**src/rtl/clk_div_pkg.sv**
```systemverilog
// Shared constants and helpers for the programmable clock divider.
// Holds the minimum divisor, the divisor clamp and the ceil-half expression.
package clk_div_pkg;

    localparam int DIV_MIN = 2;

    // Requested divisors below DIV_MIN would stall or degenerate the counter.
    function automatic logic [31:0] clamp_div(input logic [31:0] d);
        return (d < 32'(DIV_MIN)) ? 32'(DIV_MIN) : d;
    endfunction

    // Number of high cycles in one period: ceil(D/2).
    function automatic logic [31:0] ceil_half(input logic [31:0] d);
        return (d + 32'd1) >> 1;
    endfunction

endpackage

```
**src/rtl/clk_div_shadow.sv**
```systemverilog
// Divisor handshake and shadow register for clk_div_prog.
// Ports: i_clk, i_rst, i_div_in/i_div_valid (request), i_apply (strobe from top),
//        o_div_ready, o_shadow (clamped divisor), o_pend_valid.
module clk_div_shadow
    import clk_div_pkg::*;
#(
    parameter int CNT_W = 8
) (
    input  logic             i_clk,
    input  logic             i_rst,
    input  logic [CNT_W-1:0] i_div_in,
    input  logic             i_div_valid,
    input  logic             i_apply,
    output logic             o_div_ready,
    output logic [CNT_W-1:0] o_shadow,
    output logic             o_pend_valid
);

    logic             r_ready;
    logic             r_pend;
    logic [CNT_W-1:0] r_shadow;
    logic             w_xfer;
    logic [CNT_W-1:0] w_clamped;

    assign w_xfer    = i_div_valid && r_ready;
    assign w_clamped = CNT_W'(clamp_div(32'(i_div_in)));

    // Only one divisor can be outstanding; ready returns once it is applied.
    // Transfer and apply never coincide since apply needs r_pend (ready low).
    always_ff @(posedge i_clk or posedge i_rst) begin
        if (i_rst) begin
            r_ready  <= 1'b1;
            r_pend   <= 1'b0;
            r_shadow <= CNT_W'(DIV_MIN);
        end else if (w_xfer) begin
            r_shadow <= w_clamped;
            r_pend   <= 1'b1;
            r_ready  <= 1'b0;
        end else if (i_apply) begin
            r_pend   <= 1'b0;
            r_ready  <= 1'b1;
        end
    end

    assign o_div_ready  = r_ready;
    assign o_shadow     = r_shadow;
    assign o_pend_valid = r_pend;

endmodule

```
**src/rtl/clk_div_prog.sv**
```systemverilog
// Runtime-programmable integer clock divider with tick enable.
// Ports: clk, reset (async, active-high), en, div_in/div_valid/div_ready,
//        clk_out (registered, ~50% duty), tick (first high cycle), cur_div.
module clk_div_prog
    import clk_div_pkg::*;
#(
    parameter int CNT_W     = 8,
    parameter int RESET_DIV = 2
) (
    input  logic             clk,
    input  logic             reset,
    input  logic             en,
    input  logic [CNT_W-1:0] div_in,
    input  logic             div_valid,
    output logic             div_ready,
    output logic             clk_out,
    output logic             tick,
    output logic [CNT_W-1:0] cur_div
);

    logic [CNT_W-1:0] r_cnt;
    logic [CNT_W-1:0] r_div;
    logic             r_clk_out;
    logic             r_tick;

    logic [CNT_W-1:0] w_cnt_next;
    logic             w_wrap;
    logic             w_high;
    logic             w_apply;
    logic [CNT_W-1:0] w_shadow;
    logic             w_pend;

    clk_div_shadow #(
        .CNT_W(CNT_W)
    ) u_shadow (
        .i_clk       (clk),
        .i_rst       (reset),
        .i_div_in    (div_in),
        .i_div_valid (div_valid),
        .i_apply     (w_apply),
        .o_div_ready (div_ready),
        .o_shadow    (w_shadow),
        .o_pend_valid(w_pend)
    );

    assign w_cnt_next = (r_cnt == r_div - CNT_W'(1)) ? '0 : r_cnt + CNT_W'(1);
    assign w_wrap     = (w_cnt_next == '0);
    assign w_high     = 32'(w_cnt_next) < ceil_half(32'(r_div));

    // w_pend is the pre-edge value, so a divisor captured on a wrap edge
    // waits a full period. The wrap itself is computed with the old D,
    // so the new D only governs the period that starts here: no runt pulse.
    assign w_apply = en && w_wrap && w_pend;

    always_ff @(posedge clk or posedge reset) begin
        if (reset) begin
            r_cnt     <= '0;
            r_div     <= CNT_W'(RESET_DIV);
            r_clk_out <= 1'b0;
            r_tick    <= 1'b0;
        end else if (en) begin
            r_cnt     <= w_cnt_next;
            r_clk_out <= w_high;
            r_tick    <= w_wrap;
            if (w_apply) begin
                r_div <= w_shadow;
            end
        end else begin
            r_tick <= 1'b0;
        end
    end

    assign clk_out = r_clk_out;
    assign tick    = r_tick;
    assign cur_div = r_div;

endmodule

```
**config.mk**
```make
export PLATFORM = sky130hd
export DESIGN_NAME = clk_div_prog
export DESIGN_NICKNAME = d
export VERILOG_FILES = /design/src/rtl/clk_div_pkg.sv /design/src/rtl/clk_div_shadow.sv /design/src/rtl/clk_div_prog.sv
export SDC_FILE = /design/constraint.sdc
export NUM_CORES = 1
export LEC_CHECK = 0
export CORE_MARGIN = 1
export CORE_UTILIZATION = 50
export CTS_CLUSTER_SIZE = 8
export DETAILED_ROUTE_END_ITERATION = 6
export PLACE_DENSITY_LB_ADDON = 0.12
export SETUP_SLACK_MARGIN = 0.15
export SLEW_MARGIN = 15
export SYNTH_ARGS = -nofsm -noshare
export SYNTH_HDL_FRONTEND = slang
export SYNTH_SLANG_ARGS = --single-unit
```
**constraint.sdc**
```tcl
create_clock -name clk -period 3.4 [get_ports clk]
set_input_delay 1.02 -clock clk [delete_from_list [all_inputs] [get_ports clk]]
set_output_delay 1.02 -clock clk [all_outputs]
set_load 0.01 [all_outputs]
```
==> results.py <==
metrics = {
    "power_and_ir_drop": {
        "fin_total_pwr_uw": 1490,
        "peakVddDrop_v": 0.000449,
        "p_leak_uw": 0.000989,
        "power-per-cell-area_nw_per_um2": 643,
    },
    "finish": {
        "drive_gt1_frac": 0.202,
        "layout.cells.most_common": "dfrtp_1",
        "final_nets": 246,
        "antenna_cells": 0,
        "areaGrowthSynthToFinish_pct": 23.6,
        "final_cell_mix": "25 x dfrtp_1, 22 x clkdlybuf4s50_1, 16 x mux2_2",
        "instances_no_fill": 269,
        "fin_area_um2": 2320,
    },
    "cts": {
        "cts_tree": "yes",
        "ctsHoldBuffers": 0,
        "cts_buffer_depth": 2,
        "ctsHtreeMaxLevel": 1,
        "clock-sinks": 28,
        "clk_pin_slew_ps": 100,
        "cts_buffers": 3,
        "cts_root_buffer": "clkbuf_8",
        "clk_latency_ps": 280,
    },
    "synth": {
        "syn_nets": 216,
        "synth-simple-area-share": 0.183,
        "synth_top_area_cell": "dfrtp_1",
        "synth_fa_ha_area_frac": 0.0666,
        "seq_area_frac_synth": 0.375,
        "syn-cell-area_um2": 1880,
        "synth.area.mux_share": 0.101,
        "ys_ff_latch": 28,
        "ys.warnings.count": 0,
        "synth_compound_area_frac": 0.136,
        "syn_area_per_cell_um2": 9.69,
        "synth_area_leaders": "dfrtp_1 33%, mux2_2 9.6%, xnor2_1 7.0%, ha_1 6.7%, dfstp_2 4.2%",
        "post-synth-top-area-fraction": 0.333,
        "synth_top_family_by_area": "simple AND/OR/NAND/NOR gates",
        "yosys.cell_types.count": 40,
        "synth_xor_area_frac": 0.0932,
        "synth_cells": 194,
    },
    "floorplanning": {
        "die_area_um2": 4010,
        "start_util": 0.542,
        "die_y_um": 63.3,
        "pin_count": 23,
        "core_um2": 3470,
        "die_w_um": 63.3,
        "num_rows": 21,
    },
    "setup_path": {
        "timing.rr.end": "clk_out",
        "path_cells": "inv_2, ha_4, xnor2_1, a21o_1, o21ai_1, nand4_1, nor4_4, buf_12, nor2_1, ha_1, a21oi_1, nor2b_1, o21ai_0, o21ai_1, or3b_2, o22ai_1",
        "cp_num_buf_inv": 2,
        "crit_type": "register to register",
        "slowest_delay_ps": 560,
        "worstPathRequired_ps": 3590,
        "r2r_cells": 16,
        "crit_family": "simple AND/OR/NAND/NOR gates",
        "cp_common_cell": "o21ai_1",
        "crit_start": "cur_div[1]",
        "crit_fanout": 6,
        "r2r_start": "cur_div[1]",
        "worstSetupEndpointType": "register",
        "r2r_slack_ps": 110,
        "worst_ep_arrival_time_ps": 3480,
        "start_kind": "register",
        "cp_slowest_cell": "dfstp_2",
    },
    "detailed_routing": {
        "drtPass1Iterations": 4,
        "first_iter_violations": 46,
        "antenna_left": 0,
        "wl_um": 4220,
        "drc_errors": 0,
        "vias_per_cell": 5.70,
        "num_vias": 1532,
        "wl_per_cell_um": 15.7,
    },
    "global_routing": {
        "grt_usage": 0.222,
        "grt_pass1_wl_um": 6990,
        "grt_max_degree": 29,
        "antenna_found_initial": 0,
        "grt_pass1_vias": 1502,
        "globalRouteOverflowTotal": 0,
    },
    "sta": {
        "finalCritPeriodShare": 0.967,
        "period_minus_slack_ps": 3290,
        "max_freq_ghz": 0.304,
        "tns_ps": 0,
        "finClkSkew_ps": 2.63,
        "maxSlewHeadroom": 0.647,
        "setup_viol": 0,
        "maxSlewViolCount": 0,
        "worst_slew_pin_slew_ps": 524,
        "hold_viol": 0,
        "rsz0062_at_grt": "true",
    },
    "placement": {
        "io_buffers": 22,
        "placed_area_um2": 2180,
        "gp_congestion": 0.928,
        "hpwl_um": 2940,
        "dp_cells": 256,
    },
    "run": {
        "drv_cap": 0,
    },
    "status": {
        "status": "completed",
    },
    "worst_hold_path": {
        "whs_path_depth": 1,
        "min_from": "u_shadow.o_shadow[4]",
        "min_path_type": "register to register",
        "hold_end": "cur_div[4]",
    },
}
[Yosys cell counts, drive strengths merged]
library cell,count
a21o,2
dfrtp,25
and3,6
a31oi,1
nor3b,2
xor2,5
mux2i,1
nand3b,1
nand2b,3
xnor2,15
nand3,6
o211ai,3
nor3,7
dfstp,3
or3b,1
a21oi,11
buf,5
and3b,1
clkbuf,8
inv,7
nor4,4
nor2,12
nand2,4
ha,10
mux2,16
o21bai,1
or4,1
a22o,5
o22ai,3
a211oi,1
nor2b,7
o21ai,10
o21a,1
nand4,5
o2111ai,1
[area by class of cell]
class	instances	area (um^2)
fill	280	1150
tap	46	57.6
inverter	7	26.3
sequential	28	704
timing repair buffer	38	353
multi-input combinational	146	1110
clock buffer	3	41.3
clock inverter	1	30.0
[power breakdown]
group          switching (uW)  total, uW  internal [uW]  leakage [uW]
combinational             332        687            354      0.000599
sequential                122        539            416      0.000354
clock                     110        267            158     0.0000357
total                     564       1490            928      0.000989
[flip-flops by register name, indices dropped and copies added (netlist names)]
signal,count
cur_div,8
r_cnt,8
u_shadow.o_shadow,8
clk_out,1
tick,1
u_shadow.o_div_ready,1
u_shadow.o_pend_valid,1
[worst max-delay path by stage]
stage | cells past startpoint | endpoint | slack, ps
6_report | 16 | clk_out | 110
4_1_cts | 16 | clk_out | 170
3_3_place_gp | 15 | clk_out | 230
3_5_place_dp | 16 | clk_out | 150
5_1_grt | 16 | clk_out | 20
2_1_floorplan | 15 | clk_out | 160
[routing by layer]
metal	up-vias	track usage	routed length (um)
met1	727	0.315	2080
met5	-	0	0
met4	0	0.0852	86
met2	34	0.345	1900
met3	10	0.0236	150
li1	761	-	-
[cells by family (layout without fill, tap and decap cells)]
| group | Yosys count | count (layout) |
|---|---|---|
| compound gates | 39 | 39 |
| xor+xnor | 20 | 20 |
| fa+ha+maj | 10 | 10 |
| buf+inv | 20 | 49 |
| flops | 28 | 28 |
| mux | 17 | 17 |
| simple gates | 60 | 60 |
[per-stage QoR]
step / hold slack [ps] / util / worst slack (ps)
final: 509 / 0.670 / 112
after detailed placement: 489 / 0.628 / 151
after global placement: 479 / 0.628 / 233
after floorplan: 469 / - / 163
after global routing: 525 / 0.670 / 24.5
after CTS: 513 / 0.668 / 172
[timing repair]
action,4_1_cts,5_1_grt
setup endpoints to repair,1,5
setup buffers,9,0
gates resized for setup,0,1
pin swaps,2,1
(Power assumes the default switching activity.)
